`src/rtl/normalize_sequencer.sv`:
```
// Post-add normalizer: finds the leading one of a raw sum and left/right shifts it
// into hidden-bit position over several cycles, tracking the exponent and range flags.

module find_first_one #(
  parameter int N  = 32,
  parameter int IW = $clog2(N)
) (
  input  logic [N-1:0]  vec,
  output logic [IW-1:0] idx,
  output logic          found
);

  // Highest set bit wins: later iterations overwrite lower positions.
  always_comb begin
    idx   = '0;
    found = 1'b0;
    for (int i = 0; i < N; i++) begin
      idx   = vec[i] ? IW'(i) : idx;
      found = found | vec[i];
    end
  end

endmodule

module normalize_sequencer #(
  parameter int MANT_W    = 24,
  parameter int EXP_W     = 8,
  parameter int MAX_SHIFT = 4
) (
  input  logic              clk,
  input  logic              rst_n,
  input  logic              in_valid,
  output logic              in_ready,
  input  logic [MANT_W:0]   in_mant,
  input  logic [EXP_W-1:0]  in_exp,
  output logic              out_valid,
  input  logic              out_ready,
  output logic [MANT_W-1:0] out_mant,
  output logic [EXP_W-1:0]  out_exp,
  output logic              out_zero,
  output logic              out_underflow,
  output logic              out_overflow
);

  localparam int FFO_N = 32;
  localparam int IW    = $clog2(FFO_N);
  localparam int RW    = $clog2(MANT_W + 1);
  localparam int DW    = ((EXP_W > RW) ? EXP_W : RW) + 1;
  localparam logic [EXP_W-1:0] EXP_MAX = {EXP_W{1'b1}};

  typedef enum logic [1:0] {
    IDLE  = 2'd0,
    EVAL  = 2'd1,
    SHIFT = 2'd2,
    DONE  = 2'd3
  } state_t;

  state_t            state_r, state_nx_s;
  logic [MANT_W:0]   m_r;
  logic [EXP_W-1:0]  e_r;
  logic [RW-1:0]     r_r;
  logic              zero_r, uf_r, ovf_r;
  logic              in_ready_r;

  logic [FFO_N-1:0]  ffo_vec_s;
  logic [IW-1:0]     idx_s;
  logic              found_s;
  logic [RW-1:0]     s_s;
  logic              carry_s, norm_s;

  logic [MANT_W:0]   eval_m_s;
  logic [EXP_W-1:0]  eval_e_s;
  logic [RW-1:0]     eval_r_s;
  logic              eval_zero_s, eval_uf_s, eval_ovf_s;
  logic [RW-1:0]     step_s;

  assign ffo_vec_s = {{(FFO_N-MANT_W-1){1'b0}}, m_r};

  find_first_one #(.N(FFO_N), .IW(IW)) u_ffo (
    .vec   (ffo_vec_s),
    .idx   (idx_s),
    .found (found_s)
  );

  assign carry_s  = found_s && (idx_s == IW'(MANT_W));
  assign norm_s   = found_s && (idx_s == IW'(MANT_W - 1));
  assign s_s      = RW'(MANT_W - 1) - RW'(idx_s);
  assign step_s   = (r_r > RW'(MAX_SHIFT)) ? RW'(MAX_SHIFT) : r_r;
  assign in_ready = in_ready_r;

  // Classify the captured sum and choose the shift plan; exponent saturates instead of wrapping.
  always_comb begin
    eval_m_s    = m_r;
    eval_e_s    = e_r;
    eval_r_s    = '0;
    eval_zero_s = 1'b0;
    eval_uf_s   = 1'b0;
    eval_ovf_s  = 1'b0;
    if (!found_s) begin
      eval_m_s    = '0;
      eval_e_s    = '0;
      eval_zero_s = 1'b1;
    end else if (carry_s) begin
      if (e_r >= EXP_MAX - EXP_W'(1)) begin
        eval_m_s   = '0;
        eval_e_s   = EXP_MAX;
        eval_ovf_s = 1'b1;
      end else begin
        eval_m_s = m_r >> 1;
        eval_e_s = e_r + EXP_W'(1);
      end
    end else if (norm_s) begin
      eval_m_s = m_r;
    end else if (DW'(e_r) > DW'(s_s)) begin
      eval_r_s = s_s;
    end else begin
      // Shift only until the exponent reaches 1, then report it as 0 (denormal).
      eval_r_s  = (e_r == '0) ? '0 : RW'(e_r - EXP_W'(1));
      eval_uf_s = 1'b1;
      eval_e_s  = (e_r <= EXP_W'(1)) ? '0 : e_r;
    end
  end

  // Next-state selection.
  always_comb begin
    state_nx_s = state_r;
    case (state_r)
      IDLE: begin
        if (in_valid) state_nx_s = EVAL;
        else          state_nx_s = IDLE;
      end
      EVAL: begin
        if (eval_zero_s || eval_ovf_s || carry_s || norm_s || (eval_r_s == '0)) state_nx_s = DONE;
        else                                                                     state_nx_s = SHIFT;
      end
      SHIFT: begin
        if (r_r <= RW'(MAX_SHIFT)) state_nx_s = DONE;
        else                       state_nx_s = SHIFT;
      end
      DONE: begin
        if (out_valid && out_ready) state_nx_s = IDLE;
        else                        state_nx_s = DONE;
      end
      default: state_nx_s = IDLE;
    endcase
  end

  // State register and registered ready.
  always_ff @(posedge clk or negedge rst_n) begin
    if (!rst_n) begin
      state_r    <= IDLE;
      in_ready_r <= 1'b1;
    end else begin
      state_r    <= state_nx_s;
      in_ready_r <= (state_nx_s == IDLE);
    end
  end

  // Working datapath and output registers; outputs load once on the first DONE cycle.
  always_ff @(posedge clk or negedge rst_n) begin
    if (!rst_n) begin
      m_r           <= '0;
      e_r           <= '0;
      r_r           <= '0;
      zero_r        <= 1'b0;
      uf_r          <= 1'b0;
      ovf_r         <= 1'b0;
      out_valid     <= 1'b0;
      out_mant      <= '0;
      out_exp       <= '0;
      out_zero      <= 1'b0;
      out_underflow <= 1'b0;
      out_overflow  <= 1'b0;
    end else begin
      case (state_r)
        IDLE: begin
          if (in_valid) begin
            m_r    <= in_mant;
            e_r    <= in_exp;
            r_r    <= '0;
            zero_r <= 1'b0;
            uf_r   <= 1'b0;
            ovf_r  <= 1'b0;
          end
        end
        EVAL: begin
          m_r    <= eval_m_s;
          e_r    <= eval_e_s;
          r_r    <= eval_r_s;
          zero_r <= eval_zero_s;
          uf_r   <= eval_uf_s;
          ovf_r  <= eval_ovf_s;
        end
        SHIFT: begin
          m_r <= m_r << step_s;
          r_r <= r_r - step_s;
          if (uf_r && (r_r == step_s)) e_r <= '0;
          else                         e_r <= e_r - EXP_W'(step_s);
        end
        DONE: begin
          if (!out_valid) begin
            out_valid     <= 1'b1;
            out_mant      <= m_r[MANT_W-1:0];
            out_exp       <= e_r;
            out_zero      <= zero_r;
            out_underflow <= uf_r;
            out_overflow  <= ovf_r;
          end else if (out_ready) begin
            out_valid <= 1'b0;
          end
        end
        default: begin
          out_valid <= 1'b0;
        end
      endcase
    end
  end

endmodule
```
`config.mk`:
```
export PLATFORM = sky130hd
export DESIGN_NAME = normalize_sequencer
export DESIGN_NICKNAME = d
export VERILOG_FILES = /design/src/rtl/normalize_sequencer.sv
export SDC_FILE = /design/constraint.sdc
export NUM_CORES = 1
export LEC_CHECK = 0
export ABC_CLOCK_PERIOD_IN_PS = 3300
export BUFFER_PORTS_ARGS = -buffer_cell sky130_fd_sc_hd__buf_2
export CORE_UTILIZATION = 53
export CTS_CLUSTER_SIZE = 12
export DETAILED_ROUTE_END_ITERATION = 8
export PLACE_DENSITY = 0.77
export REMOVE_ABC_BUFFERS = 1
export SETUP_SLACK_MARGIN = 0.15
export SYNTH_ARGS = -nofsm -noshare
export SYNTH_HDL_FRONTEND = slang
export SYNTH_SLANG_ARGS = --single-unit
```
`constraint.sdc`:
```
create_clock -name clk -period 3.3 [get_ports clk]
set_input_delay 0.33 -clock clk [delete_from_list [all_inputs] [get_ports clk]]
set_output_delay 0.33 -clock clk [all_outputs]
set_load 0.01 [all_outputs]
```
Word level (Yosys, flattened, before mapping)
Index checks and enable logic that the tools add are counted.
{"block": "word_totals", "word_cells": 145, "out_inout_bits": 37, "reg_bits": 80, "input_bits": 37}
{"block": "classes", "bitwise_logic": 25, "addsub": 5, "mux": 65, "n_reduce_logical": 19, "n_eq_ne": 11, "shifts": 1, "order_cmp": 5}
{"op": "$mux W5", "n": 30}
{"op": "$mux W25", "n": 3}
{"op": "$pmux W25 S3", "n": 1}
{"op": "$mux W8", "n": 8}
{"op": "$shl A25 B5 Y25", "n": 1}
{"op": "$mux W24", "n": 1}
{"op": "$or A1 B1 Y1", "n": 24}
{"op": "$pmux W8 S3", "n": 1}
{"op": "$mux W1", "n": 15}
{"op": "$pmux W5 S3", "n": 1}
{"op": "$ne A4 B4 Y1 const B", "n": 3}
{"op": "$eq A5 B5 Y1 const B", "n": 2}
{"op": "$add A8 B1 Y8 const B", "n": 1}
{"op": "$ge A8 B8 Y1 const B", "n": 1}
{"op": "$gt A8 B5 Y1", "n": 1}
{"op": "$le A8 B1 Y1 const B", "n": 1}
{"op": "$logic_not A8 Y1", "n": 1}
{"op": "$pmux W2 S4", "n": 1}
{"op": "$sub A8 B5 Y8", "n": 1}
{"op": "$pmux W1 S2", "n": 3}
{"op": "$reduce_and A2 Y1", "n": 3}
{"op": "$eq A5 B5 Y1", "n": 1}
{"op": "$gt A5 B3 Y1 const B", "n": 1}
{"op": "$le A5 B3 Y1 const B", "n": 1}
{"op": "17 further kinds", "n": 25}

Depth between registers and ports, before layout
{"block": "depth", "word_depth": 35, "ltp_mapped": 15, "depth_no_buf": 13}

Cells and area by module
A second synthesis with hierarchy kept.
{"block": "hier_totals", "hier_cells": 636, "area_unflattened_um2": 5604.1}
{"mod": "normalize_sequencer", "cells_per_inst": 574, "instances": 1, "seq_area_each_um2": 2003.2, "area_each_um2": 5246.3}
{"mod": "find_first_one", "cells_per_inst": 62, "instances": 1, "seq_area_each_um2": 0.0, "area_each_um2": 357.8}

Least setup slack after synthesis
OpenSTA, ideal clock, no wires.
{"block": "synth_timing", "path_kind": "reg2reg", "from": "reg m_r[14]", "to": "reg state_r[0]", "period_less_slack_ns": 3.424, "t_required_ns": 3.236, "path_buffers": 2, "t_arrival_ns": 3.361, "stages_incl_launch_ff": 16, "setup_ns": 0.064, "path_slack_ns": -0.124, "path_cell_list": "dfrtp_1 -> buf_6 -> or4_1 -> a21oi_1 -> o221ai_1 -> o311a_1 -> or2_2 -> ha_1 -> nand4_1 -> o21ai_0 -> nand2_1 -> or2_2 -> clkbuf_1 -> a211o_1 -> nor4b_1 -> or2_2"}
{"block": "synth_via", "elab_chain_cells": 21, "elab_cells_between_ends": 42, "classes_between": "add/sub: 1; order compare: 1; eq/ne: 2; mux: 20; bitwise: 11; reduce/logical: 7"}
{"element": "start, declared", "line_no": "59", "text": "logic [MANT_W:0] m_r;"}
{"element": "start signal, assigned", "line_no": "178", "text": "m_r <= in_mant;"}
{"element": "start signal, assigned", "line_no": "187", "text": "m_r <= eval_m_s;"}
{"element": "start signal, assigned", "line_no": "195", "text": "m_r <= m_r << step_s;"}
{"element": "$mux W5 (11 in a row)", "line_no": "18", "text": "idx = vec[i] ? IW'(i) : idx;"}
{"element": "$sub A5 B5 Y5 / $eq A5 B5 Y1 (equally long branches)", "line_no": "87, 85"}
{"element": "$gt A8 B5 Y1 / $logic_and A1 B1 Y1 (equally long branches)", "line_no": "114, 85"}
{"element": "$mux W5 / $mux W1 (equally long branches)", "line_no": "114, 103"}
{"element": "$mux W5 / $mux W1 (equally long branches)", "line_no": "112, 99"}
{"element": "$mux W5 / $logic_or A1 B1 Y1 (equally long branches)", "line_no": "103, 133"}
{"element": "$mux W5 / $logic_or A1 B1 Y1 (equally long branches)", "line_no": "99, 133"}
{"element": "$logic_not A5 Y1 / $logic_or A1 B1 Y1 (equally long branches)", "line_no": "133", "text": "if (eval_zero_s || eval_ovf_s || carry_s || norm_s || (eval_r_s == '0)) state_nx_s = DONE;"}
{"element": "$logic_or A1 B1 Y1 *", "line_no": "133"}
{"element": "$mux W1 *", "line_no": "133"}
{"element": "$pmux W2 S4 *", "line_no": "127", "text": "case (state_r)"}
{"element": "net state_nx_s[0]", "line_no": "58", "text": "state_t state_r, state_nx_s;"}
{"element": "end signal, assigned", "line_no": "154", "text": "state_r <= state_nx_s;"}
{"element": "end, declared", "line_no": "58"}
Mark *: on every way through the listed nets, which the timed path passes. The rest lies on a longest branch.
A chain may end at the register's enable or synchronous reset.

Worst setup path after layout
{"block": "layout_timing", "from": "reg m_r[18]", "to": "reg state_r[0]"}
{"block": "layout_via", "elab_chain_cells": 17, "elab_cells_between_ends": 34, "classes_between": "add/sub: 1; order compare: 1; eq/ne: 2; mux: 16; bitwise: 7; reduce/logical: 7"}
{"element": "$mux W5 (7 in a row)", "line_no": "18"}
{"element": "$sub A5 B5 Y5 / $eq A5 B5 Y1 (equally long branches)", "line_no": "87, 85"}
{"element": "$gt A8 B5 Y1 / $logic_and A1 B1 Y1 (equally long branches)", "line_no": "114, 85"}
{"element": "$mux W5 / $mux W1 (equally long branches)", "line_no": "114, 103"}
{"element": "$mux W5 / $mux W1 (equally long branches)", "line_no": "112, 99"}
{"element": "$mux W5 / $logic_or A1 B1 Y1 (equally long branches)", "line_no": "103, 133"}
{"element": "$mux W5 / $logic_or A1 B1 Y1 (equally long branches)", "line_no": "99, 133"}
{"element": "$logic_not A5 Y1 / $logic_or A1 B1 Y1 (equally long branches)", "line_no": "133"}
{"element": "$logic_or A1 B1 Y1 *", "line_no": "133"}
{"element": "$mux W1 *", "line_no": "133"}
{"element": "$pmux W2 S4 *", "line_no": "127"}
{"element": "net state_nx_s[0]", "line_no": "58"}
Marked as above.

==> results.yml <==
routing:
  routed_wirelength_mm: 16.6
  ant_nets: 0
  firstDrtPassIters: 5
  drtIter0Drc: 270
  drc: 0
  route.vias.total: 5546
  via_per_inst: 6.18
  wl_per_cell_um: 18.4
placed_design:
  port_buffers: 73
  gp_congestion: 0.989
  placedCellCount: 878
  dpl.hpwl_mm: 11.7
  placed_area_um2: 6570
synthesis:
  ys_seq_area_frac: 0.343
  async_reset_ff_frac: 1.00
  muxShareOfSynthArea: 0.136
  synthSimpleGateAreaFrac: 0.161
  synth_edf_count: 0
  yosys.area_share.adder: 0.0505
  yosysWarnings: 0
  synth_compound_area_frac: 0.217
  synthFlopType: "dfrtp_1"
  synth_cell_types: 71
  syn_area_um2: 5840
  ys_seq_elements: 80
  avgSynthCellArea_um2: 8.92
  synth_xor_area_frac: 0.0135
  synth_top_family_by_area: "compound AO/OA/AOI/OAI gates"
  synth_cells: 655
cells_and_area:
  drive_gt1_frac: 0.323
  area_growth_pct: 19.6
  multi_input_area_um2: 3570
  postLayoutCellArea_um2: 6990
  layout_common_cells: "dfrtp_1, nand2_1, buf_2, buf_4, o21ai_0"
  nFillCells: 863
  nets: 816
  register_area_um2: 2000
  fin_cells: 898
  final_common_cell: "dfrtp_1"
worst_setup_path:
  cp.required_ns: 3.63
  reg2reg_from: "m_r[18]"
  crit_top_cell: "o21ai_1"
  cp_slowest_cell: "or4_4"
  cp.arrival_ns: 3.54
  crit_chain: "or4_4 -> nor2b_4 -> a21oi_2 -> ha_1 -> inv_2 -> ha_4 -> inv_1 -> o21ai_1 -> nand2_1 -> buf_6 -> o21ai_1 -> o32a_2 -> nor4b_4 -> or2_4"
  crit_type: "flip-flop to flip-flop"
  crit_buf_inv: 3
  crit_path_end_kind: "flip-flop"
  crit_fanout: 5
  start_kind: "flip-flop"
  critPathMaxStageDelay_ns: 0.58
  crit_path_start: "m_r[18]"
  crit_family: "simple AND/OR/NAND/NOR gates"
die:
  start_util: 0.556
  core_area_um2: 10500
  dieArea_um2: 11400
  dieWidth_um: 107
  io_pins: 74
  die_height_um: 107
  num_rows: 37
grt:
  grt_pass1_vias: 5638
  grt_pass1_wl_mm: 27.5
  grt_max_degree: 81
  antenna_found_initial: 0
  overflow: 0
  grtUsageTotal: 0.309
power_and_ir_drop:
  power.density_nw_per_um2: 1280
  irDropWorstVdd_v: 0.000576
  p_leak_nw: 3.26
flow_run:
  maxCapViolCount: 0
sta:
  finalSetupViolCount: 0
  tightest_slew_ns: 1.01
  worst_hold_slack_ns: 0.125
  grt_setup_unrepaired: "true"
  fmax_mhz: 311
  fin_crit_sh: 0.973
  finalMaxSlewViolations: 0
  skew_ns: 0.00947
  hold_violations: 0
  fin_setup_tns_ns: 0
  relSlewSlack: 0.325
  fin_crit_ns: 3.21
cts:
  ctsHoldBuffers: 0
  ctsLongestPathBuffers: 2
  path_clk_slew_ns: 0.08
  cts_tree: "built"
  clockRootBuffer: "clkbuf_8"
  numCtsBuffers: 9
  ctsHtreeMaxLevel: 3
  clkSinkCount: 80
  clock_insertion_delay_worst_skew_ns: 0.38
run_status:
  outcome: "finished clean"
hold_path:
  worstHoldPathType: "primary input to asynchronous set/reset pin"
[cell usage after synthesis (all sizes together), types with 4 or more instances]
| library cell | number | area, um2 |
|---|---|---|
| a221oi | 14 | 123 |
| and2 | 4 | 25.0 |
| o221ai | 4 | 35.0 |
| a21oi | 38 | 190 |
| nor2 | 49 | 184 |
| clkbuf | 44 | 267 |
| or2 | 5 | 31.3 |
| mux2 | 41 | 477 |
| a22oi | 4 | 30.0 |
| a211oi | 11 | 82.6 |
| nand3 | 12 | 60.1 |
| o21ai | 64 | 320 |
| nor4 | 7 | 43.8 |
| nand2b | 6 | 37.5 |
| o31ai | 15 | 113 |
| xnor2 | 6 | 52.6 |
| inv | 22 | 82.6 |
| and3 | 5 | 31.3 |
| nor3 | 8 | 40.0 |
| nand2 | 74 | 278 |
| ha | 22 | 275 |
| mux2i | 25 | 250 |
| dfrtp | 79 | 1980 |
| nor2b | 5 | 31.3 |
| a32o | 5 | 50.1 |
| buf | 14 | 98.8 |
[path summary, 6_finish.rpt]
check	end	slack [ns]	cells past startpoint
min	m_r[21]	0.13	1
max	state_r[0]	0.09	14
min in group clk	m_r[2]	0.24	3
max in group asynchronous	r_r[4]	2.53	1
max reg2reg	state_r[0]	0.09	14
min reg2reg	out_exp[1]	0.48	2
[final cells by class]
cell class / count / area share
multi-input cells: 494 / 0.511
clock buffers: 13 / 0.0213
repair buffers: 146 / 0.133
well taps: 136 / 0.0244
clock inverters: 3 / 0.00931
diodes: 1 / 0.000358
inverters: 25 / 0.0134
flip-flops and latches: 80 / 0.287
[power breakdown]
group	internal [mW]	switching, mW	total (mW)	leakage, nW
Combinational	2.76	3.39	6.15	2.14
Sequential	1.44	0.517	1.95	1.01
Clock	0.447	0.367	0.813	0.108
Total	4.64	4.28	8.92	3.26
[metrics by stage]
stage | worst slack, ns | total power [mW] | utilization
global route | -0.0249 | 9.60 | 0.665
CTS | 0.0841 | 8.71 | 0.656
detailed placement | -0.188 | 7.63 | 0.625
finish | 0.0875 | 8.92 | 0.665
floorplan | -0.206 | 5.47 | -
global placement | -0.126 | 7.47 | 0.625
[routing by layer]
metal | part of all wire | track usage | vias up
met4 | 0.032 | 0.133 | 0
met3 | 0.070 | 0.0815 | 52
met5 | 0 | 0 | -
met2 | 0.49 | 0.514 | 257
li1 | - | - | 2588
met1 | 0.41 | 0.376 | 2649
[sequential cells by signal, indices dropped and copies added, names as in the netlist]
name / cells
out_underflow: 1
out_overflow: 1
r_r: 5
ovf_r: 1
in_ready: 1
state_r: 2
zero_r: 1
out_exp: 8
uf_r: 1
out_valid: 1
m_r: 25
out_zero: 1
e_r: 8
out_mant: 24
[cells by family (layout without fill, tap and decap cells)]
logic type | after synthesis | after routing
other | 1 | 4
xor gates and xnor gates | 9 | 9
and+or+nand+nor | 197 | 197
buffers and inverters | 83 | 187
adders and majority gates | 23 | 23
AOI/OAI and AO/OA | 193 | 193
muxes | 69 | 69
DFF | 80 | 80
[what timing repair did]
| action | 4_1_cts | 5_1_grt |
|---|---|---|
| endpoints found under the hold margin | 0 | 0 |
| pin swaps | 15 | 14 |
| buffers inserted | 1 | 2 |
| endpoints found under the setup margin | 12 | 13 |
| resized for setup | 24 | 19 |
Power figures use the tool's default switching activity.
